===== config.mk =====
export PLATFORM = sky130hd
export DESIGN_NAME = ras_ckpt
export DESIGN_NICKNAME = d
export VERILOG_FILES = /design/src/rtl/ras_ckpt_pkg.sv /design/src/rtl/ras_ckpt_core.sv /design/src/rtl/ras_ckpt.sv
export SDC_FILE = /design/constraint.sdc
export NUM_CORES = 2
export LEC_CHECK = 0
export ABC_AREA = 1
export ABC_CLOCK_PERIOD_IN_PS = 2000
export BUFFER_PORTS_ARGS = -buffer_cell sky130_fd_sc_hd__buf_2
export CORE_UTILIZATION = 29
export DETAILED_ROUTE_END_ITERATION = 8
export GPL_TIMING_DRIVEN = 0
export PLACE_DENSITY_LB_ADDON = 0.1
export SLEW_MARGIN = 0
export SYNTH_ARGS = -nofsm -noshare
export SYNTH_HDL_FRONTEND = slang
export SYNTH_SLANG_ARGS = --single-unit

===== constraint.sdc =====
create_clock -name clk -period 2 [get_ports clk]
set_input_delay 0.4 -clock clk [delete_from_list [all_inputs] [get_ports clk]]
set_output_delay 0.4 -clock clk [all_outputs]
set_load 0.01 [all_outputs]

===== src/rtl/ras_ckpt_pkg.sv =====
// Shared types for the return-address stack.
//   RAS_DEPTH   : default number of stack entries
//   word_t      : 32-bit address word
//   ras_state_t : one stack copy (entries, top pointer, occupancy) at the default sizes
//   ras_op_t    : resolved per-cycle stack operation
//   decode_op   : maps (push, pop, empty) onto a ras_op_t
package ras_ckpt_pkg;

   localparam int unsigned RAS_DEPTH = 8;

   typedef logic [31:0] word_t;

   typedef struct packed {
      word_t [RAS_DEPTH-1:0]          entries;
      logic [$clog2(RAS_DEPTH)-1:0]   ptr;
      logic [$clog2(RAS_DEPTH):0]     cnt;
   } ras_state_t;

   typedef enum logic [1:0] {
      OP_HOLD,
      OP_PUSH,
      OP_POP,
      OP_REPL
   } ras_op_t;

   // Push+pop on an empty stack degrades to a plain push; a pop on an
   // empty stack is dropped.
   function automatic ras_op_t decode_op(input logic push, input logic pop,
                                         input logic empty);
      if (push && pop && !empty) return OP_REPL;
      if (push)                  return OP_PUSH;
      if (pop && !empty)         return OP_POP;
      return OP_HOLD;
   endfunction

endpackage


===== src/rtl/ras_ckpt_core.sv =====
// One copy of the return-address stack.
//   clk, reset        : clock, asynchronous active-low reset
//   push, pop, addr   : stack operation for this cycle
//   load, load_*      : when load=1, next state is taken from load_* instead
//   ents, ptr, cnt    : current registered state
//   next_*            : combinational next state (used to checkpoint-restore the other copy)
module ras_core
   import ras_ckpt_pkg::*;
#(
   parameter int unsigned DEPTH = RAS_DEPTH,
   parameter int unsigned AW    = 32,
   localparam int unsigned PTR_W = $clog2(DEPTH)
) (
   input  logic                         clk,
   input  logic                         reset,
   input  logic                         push,
   input  logic                         pop,
   input  logic [AW-1:0]                addr,
   input  logic                         load,
   input  logic [DEPTH-1:0][AW-1:0]     load_ents,
   input  logic [PTR_W-1:0]             load_ptr,
   input  logic [PTR_W:0]               load_cnt,
   output logic [DEPTH-1:0][AW-1:0]     ents,
   output logic [PTR_W-1:0]             ptr,
   output logic [PTR_W:0]               cnt,
   output logic [DEPTH-1:0][AW-1:0]     next_ents,
   output logic [PTR_W-1:0]             next_ptr,
   output logic [PTR_W:0]               next_cnt
);

   localparam logic [PTR_W:0] CNT_FULL = (PTR_W+1)'(DEPTH);

   logic [PTR_W-1:0] ptr_inc;
   logic [PTR_W-1:0] ptr_dec;
   ras_op_t          op;

   assign ptr_inc = ptr + 1'b1;
   assign ptr_dec = ptr - 1'b1;
   assign op      = decode_op(push, pop, (cnt == '0));

   always_comb begin
      next_ents = ents;
      next_ptr  = ptr;
      next_cnt  = cnt;
      if (load) begin
         next_ents = load_ents;
         next_ptr  = load_ptr;
         next_cnt  = load_cnt;
      end else begin
         unique case (op)
            OP_PUSH: begin
               // On a full stack the slot at ptr+1 is the oldest entry.
               next_ptr           = ptr_inc;
               next_ents[ptr_inc] = addr;
               if (cnt != CNT_FULL) next_cnt = cnt + 1'b1;
            end
            OP_POP: begin
               next_ptr = ptr_dec;
               next_cnt = cnt - 1'b1;
            end
            OP_REPL: next_ents[ptr] = addr;
            default: ;
         endcase
      end
   end

   always_ff @(posedge clk or negedge reset) begin
      if (!reset) begin
         ents <= '0;
         ptr  <= '0;
         cnt  <= '0;
      end else begin
         ents <= next_ents;
         ptr  <= next_ptr;
         cnt  <= next_cnt;
      end
   end

endmodule


===== src/rtl/ras_ckpt.sv =====
// Checkpointed return-address stack: a speculative copy driven by fetch
// predictions and a committed copy driven by retirement. A flush reloads the
// speculative copy from the committed copy's next state in one cycle.
//   clk, reset                     : clock, asynchronous active-low reset
//   spec_push, spec_pop, spec_addr : predicted call/return from fetch
//   cmt_push, cmt_pop, cmt_addr    : retiring call/return
//   flush                          : mispredict recovery
//   top_valid, top_addr            : predicted jr target and its validity
//   spec_ptr, spec_cnt, cmt_cnt    : debug / checkpoint tagging
module ras_ckpt
   import ras_ckpt_pkg::*;
#(
   parameter int unsigned DEPTH = RAS_DEPTH,
   parameter int unsigned AW    = 32,
   localparam int unsigned PTR_W = $clog2(DEPTH)
) (
   input  logic             clk,
   input  logic             reset,
   input  logic             spec_push,
   input  logic             spec_pop,
   input  logic [AW-1:0]    spec_addr,
   input  logic             cmt_push,
   input  logic             cmt_pop,
   input  logic [AW-1:0]    cmt_addr,
   input  logic             flush,
   output logic             top_valid,
   output logic [AW-1:0]    top_addr,
   output logic [PTR_W-1:0] spec_ptr,
   output logic [PTR_W:0]   spec_cnt,
   output logic [PTR_W:0]   cmt_cnt
);

   logic [DEPTH-1:0][AW-1:0] cmt_ents, cmt_next_ents;
   logic [PTR_W-1:0]         cmt_ptr,  cmt_next_ptr;
   logic [PTR_W:0]           cmt_next_cnt;

   logic [DEPTH-1:0][AW-1:0] spec_ents, spec_next_ents;
   logic [PTR_W-1:0]         spec_next_ptr;
   logic [PTR_W:0]           spec_next_cnt;

   ras_core #(.DEPTH(DEPTH), .AW(AW)) u_cmt (
      .clk       (clk),
      .reset     (reset),
      .push      (cmt_push),
      .pop       (cmt_pop),
      .addr      (cmt_addr),
      .load      (1'b0),
      .load_ents ('0),
      .load_ptr  ('0),
      .load_cnt  ('0),
      .ents      (cmt_ents),
      .ptr       (cmt_ptr),
      .cnt       (cmt_cnt),
      .next_ents (cmt_next_ents),
      .next_ptr  (cmt_next_ptr),
      .next_cnt  (cmt_next_cnt)
   );

   // Restoring from the committed next state folds a same-cycle retirement
   // into the recovered speculative stack.
   ras_core #(.DEPTH(DEPTH), .AW(AW)) u_spec (
      .clk       (clk),
      .reset     (reset),
      .push      (spec_push),
      .pop       (spec_pop),
      .addr      (spec_addr),
      .load      (flush),
      .load_ents (cmt_next_ents),
      .load_ptr  (cmt_next_ptr),
      .load_cnt  (cmt_next_cnt),
      .ents      (spec_ents),
      .ptr       (spec_ptr),
      .cnt       (spec_cnt),
      .next_ents (spec_next_ents),
      .next_ptr  (spec_next_ptr),
      .next_cnt  (spec_next_cnt)
   );

   assign top_valid = (spec_cnt != '0);
   assign top_addr  = spec_ents[spec_ptr];

endmodule


# Yosys cells after proc, flatten, opt, wreduce, memory -nomap -nowiden

Index checks and enable logic that the tools add are counted.

Input bits: 71
Logic and storage cells: 112
Register bits: 526
Output and inout port bits: 44

$add $sub $neg: 8
Equality and inequality tests: 9
Muxes and demuxes: 49
Reduce and logical (&&, ||, !) cells: 18
$lt $le $gt $ge: 8

Operators by type and width:

| cell                                                                                 | count |
|---|---|
| 256-bit bitwise mux                                                                  | 4 |
| 256-bit one-hot mux with 2 select lines                                              | 2 |
| 32-bit demux with 3-bit select                                                       | 4 |
| 256-bit 2-to-1 mux                                                                   | 1 |
| 32-bit 2-to-1 mux                                                                    | 5 |
| 32-bit binary-select mux with 3-bit select                                           | 1 |
| 2-bit 2-to-1 mux                                                                     | 12 |
| 3-bit by 4-bit < comparator with 1-bit output (second input constant)                | 4 |
| 4-bit one-hot mux with 2 select lines                                                | 2 |
| 3-bit by 1-bit greater-or-equal comparator with 1-bit output (second input constant) | 4 |
| 1-bit 2-to-1 mux                                                                     | 12 |
| 4-bit 2-to-1 mux                                                                     | 3 |
| 3-bit one-hot mux with 2 select lines                                                | 2 |
| 1-bit logical AND                                                                    | 10 |
| 4-bit by 1-bit adder with 4-bit output (second input constant)                       | 2 |
| 2-bit equality test (second input constant)                                          | 4 |
| 4-bit logical NOT                                                                    | 2 |
| 4-bit != test (second input constant)                                                | 2 |
| 4-bit by 1-bit subtractor with 4-bit output (second input constant)                  | 2 |
| 3-bit by 1-bit adder with 3-bit output (second input constant)                       | 2 |
| 3-bit nonzero test                                                                   | 2 |
| 3-bit by 1-bit subtractor with 3-bit output (second input constant)                  | 2 |
| 2-bit by 1-bit equality test with 1-bit output (second input constant)               | 2 |
| 4-bit nonzero test                                                                   | 1 |
| 4 further kinds                                                                      | 5 |

# Logic depth before layout (Yosys ltp)

Depth in word-level cells: 13
Gate-level depth with buffers: 13

# By module

A second synthesis with hierarchy kept.

Cell total of the unflattened synthesis: 5077
Area total of the unflattened synthesis: 32677.6 um^2

By module, submodules not included:

| module   | area each (um^2) | seq. area each (um^2) | instances | cells an instance |
|---|---|---|---|---|
| ras_core | 14589.0          | 6581.3                | 2         | 2111 |
| ras_ckpt | 3499.6           | 0.0                   | 1         | 855 |

# Least setup slack after synthesis

Ideal clock, no wire load.

Path kind: register to register
Start point: reg u_cmt.ptr[0]
End point: reg u_spec.ents[10] in the netlist's numbering
Data required time: 1.861 ns
Clock period less this slack: 2.059 ns
Data arrival time: 1.920 ns
Cell stages (with the launch flop): 13
Setup slack: -0.059 ns
Cell sequence: dfrtp_1 -> buf_2 -> inv_2 -> ha_1 -> inv_1 -> nand3_1 -> or2_1 -> buf_4 -> nand2_4 -> buf_4 -> nand2_1 -> nand3_1 -> a22oi_1

Word-level cells in the longest chain between the ends: 8
Elaborated cells on any way between the ends: 15
Classes of those cells: add/sub (1); order compare (4); mux (8); reduce/logical (2)

RTL lines:

| item                                                                                                                                                | line                | RTL |
|---|---|---|
| from (decl)                                                                                                                                         | ras_ckpt_core.sv:24 | `output logic [PTR_W-1:0] ptr,` |
| from (signal assigned)                                                                                                                              | ras_ckpt_core.sv:74 | `ptr <= next_ptr;` |
| 3-bit by 1-bit adder with 3-bit output                                                                                                              | ras_ckpt_core.sv:37 | `assign ptr_inc = ptr + 1'b1;` |
| 3-bit by 4-bit < comparator with 1-bit output (implied by the code) or 3-bit by 1-bit greater-or-equal comparator with 1-bit output (tied branches) | ras_ckpt_core.sv:54 | `next_ents[ptr_inc] = addr;` |
| 1-bit logical AND (implied by the code)                                                                                                             | ras_ckpt_core.sv:54 |  |
| 32-bit 2-to-1 mux (implied by the code)                                                                                                             | ras_ckpt_core.sv:54 |  |
| 32-bit demux with 3-bit select                                                                                                                      | -                   |  |
| 256-bit bitwise mux                                                                                                                                 | ras_ckpt_core.sv:54 |  |
| 256-bit one-hot mux with 2 select lines *                                                                                                           | ras_ckpt_core.sv:50 | `unique case (op)` |
| 256-bit 2-to-1 mux *                                                                                                                                | ras_ckpt_core.sv:45 | `if (load) begin` |
| to (signal assigned)                                                                                                                                | ras_ckpt_core.sv:73 | `ents <= next_ents;` |
| to (decl)                                                                                                                                           | ras_ckpt_core.sv:23 | `output logic [DEPTH-1:0][AW-1:0] ents,` |

Mark *: on every way between the ends. The rest lies on a longest branch, timed or not.
A chain may end at the register's enable or synchronous reset.

# Worst setup path after layout

Start point: reg u_spec.ptr[1]
End point: out top_addr[1]

Word-level cells in the longest chain between the ends: 2

RTL lines:

| item                                       | line                | RTL |
|---|---|---|
| from (decl)                                | ras_ckpt_core.sv:24 |  |
| from (signal assigned)                     | ras_ckpt_core.sv:74 |  |
| 32-bit binary-select mux with 3-bit select | ras_ckpt.sv:80      | `assign top_addr = spec_ents[spec_ptr];` |
| 32-bit 2-to-1 mux (implied by the code)    | ras_ckpt.sv:80      |  |
| to (decl)                                  | ras_ckpt.sv:27      | `output logic [AW-1:0] top_addr,` |

No other way between the ends. The select of a mux whose other input is x is not followed.

==> results.sh <==
export IMPL_endpoint_kind="primary output"
export IMPL_cts_sinks=526
export IMPL_num_nets_final=3564
export IMPL_ant_nets=0
export IMPL_cp_depth=9
export IMPL_hold_slack_ns=0.1814
export IMPL_synthSimpleGateAreaFrac=0.2485
export IMPL_hold_class="input port to register"
export IMPL_ys_types=43
export IMPL_place_area_sq_um=27730
export IMPL_yosysSeqAreaShare=0.5151
export IMPL_antenna_found_initial=3
export IMPL_area_delta_synth_final_pct=32.24
export IMPL_drt_iter0_drc=2215
export IMPL_num_vias=23430
export IMPL_fillers=8924
export IMPL_drtPass1Iterations=5
export IMPL_path_clk_slew_ns=0.06
export IMPL_critPathSlowestCell="dfrtp_2"
export IMPL_muxShareOfSynthArea=0
export IMPL_tritoncts="yes"
export IMPL_hpwl_mm=83.93
export IMPL_tightestPinTransition_ns=1.271
export IMPL_grt_max_degree=110
export IMPL_p_total_w=0.05800
export IMPL_place_gp_congestion=0.8671
export IMPL_reg2reg_from="u_spec.ptr[1]"
export IMPL_synth_top_family_by_area="simple AND/OR/NAND/NOR gates"
export IMPL_groute_usage_overall=0.2512
export IMPL_drc=0
export IMPL_dieArea_sq_um=89310
export IMPL_avgSynthCellArea_sq_um=8.003
export IMPL_synth_edf_count=0
export IMPL_rsz0062_at_grt="yes"
export IMPL_num_rows=108
export IMPL_p_per_area_nw_per_um2=1716
export IMPL_hold_viol=0
export IMPL_grt_pass1_vias=22420
export IMPL_start_util=0.2936
export IMPL_violations="negative setup slack"
export IMPL_synthFlopType="dfrtp_1"
export IMPL_die_y_microns=298.8
export IMPL_core_area_sq_um=87020
export IMPL_yosys_warnings=0
export IMPL_crit_start="u_spec.ptr[1]"
export IMPL_path_buf_inv=6
export IMPL_drv_cap=0
export IMPL_crit_chain="clkinvlp_4 > buf_6 > nand3_4 > clkinvlp_4 > buf_6 > clkbuf_16 > a221oi_4 > nand4_1 > buf_2"
export IMPL_netlist_area_sq_um=25550
export IMPL_ys_async_sr_fraction=1.000
export IMPL_slowest_delay_ns=0.43
export IMPL_multi_input_area_sq_um=12140
export IMPL_crit_required_ns=1.60
export IMPL_synthAdderAreaFrac=0.003428
export IMPL_vias_per_cell=4.990
export IMPL_crit_path_end="top_addr[1]"
export IMPL_critical_path_top_delay_family="buffers and inverters"
export IMPL_register_area_sq_um=13170
export IMPL_final_layout_size_suffix_gt1_frac=0.2376
export IMPL_synth_top_area_frac=0.5151
export IMPL_synth_nets=3271
export IMPL_status="finished with violations"
export IMPL_finalInstanceArea_sq_um=33790
export IMPL_slew_violations=0
export IMPL_period_share=1.553
export IMPL_synth_seq_cells=526
export IMPL_synth_compound_area_share=0.1561
export IMPL_crit_path_max_fanout=6
export IMPL_cp_data_arrival_time_ns=2.71
export IMPL_synthXorXnorAreaFrac=0.003036
export IMPL_critPathKind="register to primary output"
export IMPL_ios=115
export IMPL_cts_root_buffer="clkbuf_16"
export IMPL_htreeDepth=3
export IMPL_period_needed_ns=3.106
export IMPL_setup_ws_ns=-1.106
export IMPL_regToRegSetupSlack_ns=-0.60
export IMPL_reg2reg_depth=15
export IMPL_setup_violations=466
export IMPL_fmax_mhz=321.9
export IMPL_drt_wirelength_per_cell_microns=24.58
export IMPL_clockBufferDepth=3
export IMPL_yosys_area_top_type="dfrtp_1"
export IMPL_power_leakage_nw=15.70
export IMPL_drt_total_wl_mm=115.4
export IMPL_grt_pass1_wl_mm=162.6
export IMPL_numPortBuffers=113
export IMPL_die_w_microns=298.8
export IMPL_grt_overflow=0
export IMPL_peakVddDrop_mv=0.6871
export IMPL_clock_skew_ns=0.02401
export IMPL_reg2reg_to="u_spec.ents[246]"
export IMPL_synth_cells=3193
export IMPL_startpoint_type="register"
export IMPL_clk_latency_ns=0.61
export IMPL_cts_made_buffers=67
export IMPL_ys_top_cells_by_area="dfrtp_1 52%, nand2_1 11%, nor2_1 7.6%"
export IMPL_slew_headroom=0.1497
cell usage in the layout, fill, tap and decap left out, types with 25 or more instances in the layout:
cell type,n
o21a_1,32
a21oi_2,44
clkbuf_16,91
a21oi_1,168
nand2_1,754
dfrtp_1,522
nor2_2,30
o21ai_1,84
buf_4,83
buf_2,127
buf_6,50
nand3_1,177
nor2_1,437
o21ai_0,26
o211ai_1,51
a22oi_1,68
o21ai_2,86
nand4_1,25
clkbuf_1,48
inv_1,244
nor2_4,57
and2_1,29
synthesized netlist by cell type (2+ instances only):
master,number
o21ai_0,49
buf_1,10
nand2_2,7
xnor2_1,2
o21ai_2,66
clkbuf_1,84
a22o_1,2
ha_1,7
a22oi_1,90
o22ai_1,5
nor2_2,2
o21a_1,32
nand3_1,197
dfrtp_1,526
buf_6,3
nand3_4,2
nand2_1,774
a221oi_1,26
o211ai_1,51
buf_2,75
xor2_1,5
nand3b_1,4
inv_1,260
o2bb2ai_1,2
inv_2,12
nand4_1,25
o21ai_1,83
and2_1,29
buf_4,13
nor2_1,520
o2111ai_1,4
a21oi_2,3
a21oi_1,212
nor3_1,2
stage by stage:
| stage | cells | TNS, ns | utilization | setup slack, ns |
|---|---|---|---|---|
| 5_1_grt | 4691 | -185.85 | 0.3882 | -1.121 |
| 3_5_place_dp | 4466 | -322.41 | 0.3186 | -2.341 |
| 2_1_floorplan | 3193 | -0.4166 | - | -0.02644 |
| 3_3_place_gp | 4461 | -6453.37 | 0.3169 | -11.76 |
| 6_report | 4695 | -151.85 | 0.3883 | -1.106 |
| 4_1_cts | 4636 | -168.32 | 0.3648 | -1.054 |
where the power goes:
part           internal (W)  leakage, nW  switching [W]  total (W)
clock network       0.00757         1.10        0.00507     0.0126
logic                0.0104         8.35         0.0168     0.0271
registers            0.0154         6.25        0.00281     0.0182
how the worst min path moves through the flow:
stage / from / endpoint / slack [ns] / cells past startpoint
after CTS: cmt_addr[5] / u_cmt.ents[69] / 0.14 / 3
after global placement: u_cmt.ents[207] / u_cmt.ents[207] / 0.45 / 2
after detailed placement: reset / u_cmt.ents[28] / 0.44 / 1
after floorplan: reset / u_cmt.cnt[0] / 0.10 / 0
final: cmt_addr[5] / u_cmt.ents[69] / 0.18 / 3
after global routing: cmt_addr[3] / u_cmt.ents[67] / 0.20 / 3
what timing repair did:
action,4_1_cts,5_1_grt
buffers inserted,49,43
hold buffers,1,0
pin swaps,52,68
gates cloned,1,14
resized for setup,351,405
hold endpoints to repair,73,0
endpoints found under the setup margin,554,552
kinds of logic (layout without fill, tap and decap cells):
logic type	count (synthesis)	count (layout)
adders and majority gates	7	7
other	0	4
and+or+nand+nor	1566	1567
DFF	526	526
AOI/OAI and AO/OA	628	628
buffers and inverters	458	800
xor gates and xnor gates	8	8
metal layers:
layer	wire length, microns	GRT usage	part of all wire
met5	26	0	0.00023
met4	3931	0.08516	0.034
met3	5793	0.03330	0.050
met2	52250	0.3884	0.45
met1	53380	0.3598	0.46
registers in the layout (all words and copies together), names as in the netlist:
signal	flops
u_spec.ptr	3
u_cmt.ents	256
u_cmt.cnt	4
u_spec.cnt	4
u_cmt.ptr	3
u_spec.ents	256
final cells by class:
| class | count | share of cell area |
|---|---|---|
| clock buffer | 99 | 0.05924 |
| inverter | 273 | 0.03243 |
| timing repair buffer | 223 | 0.05895 |
| buffer | 185 | 0.05036 |
| multi-input combinational | 2210 | 0.3594 |
| sequential | 526 | 0.3897 |
| antenna | 4 | 0.0002962 |
| tap | 1155 | 0.04277 |
| clock inverter | 20 | 0.006924 |
worst register-to-register path, delay by kind of cell (launching register included):
kind | cells | cell delay, ns
buffers and inverters | 9 | 1.42
AOI/OAI and AO/OA | 3 | 0.25
adders and majority gates | 1 | 0.26
DFF | 1 | 0.43
and+or+nand+nor | 2 | 0.14
Note: power is estimated with default switching activity, not from simulation.
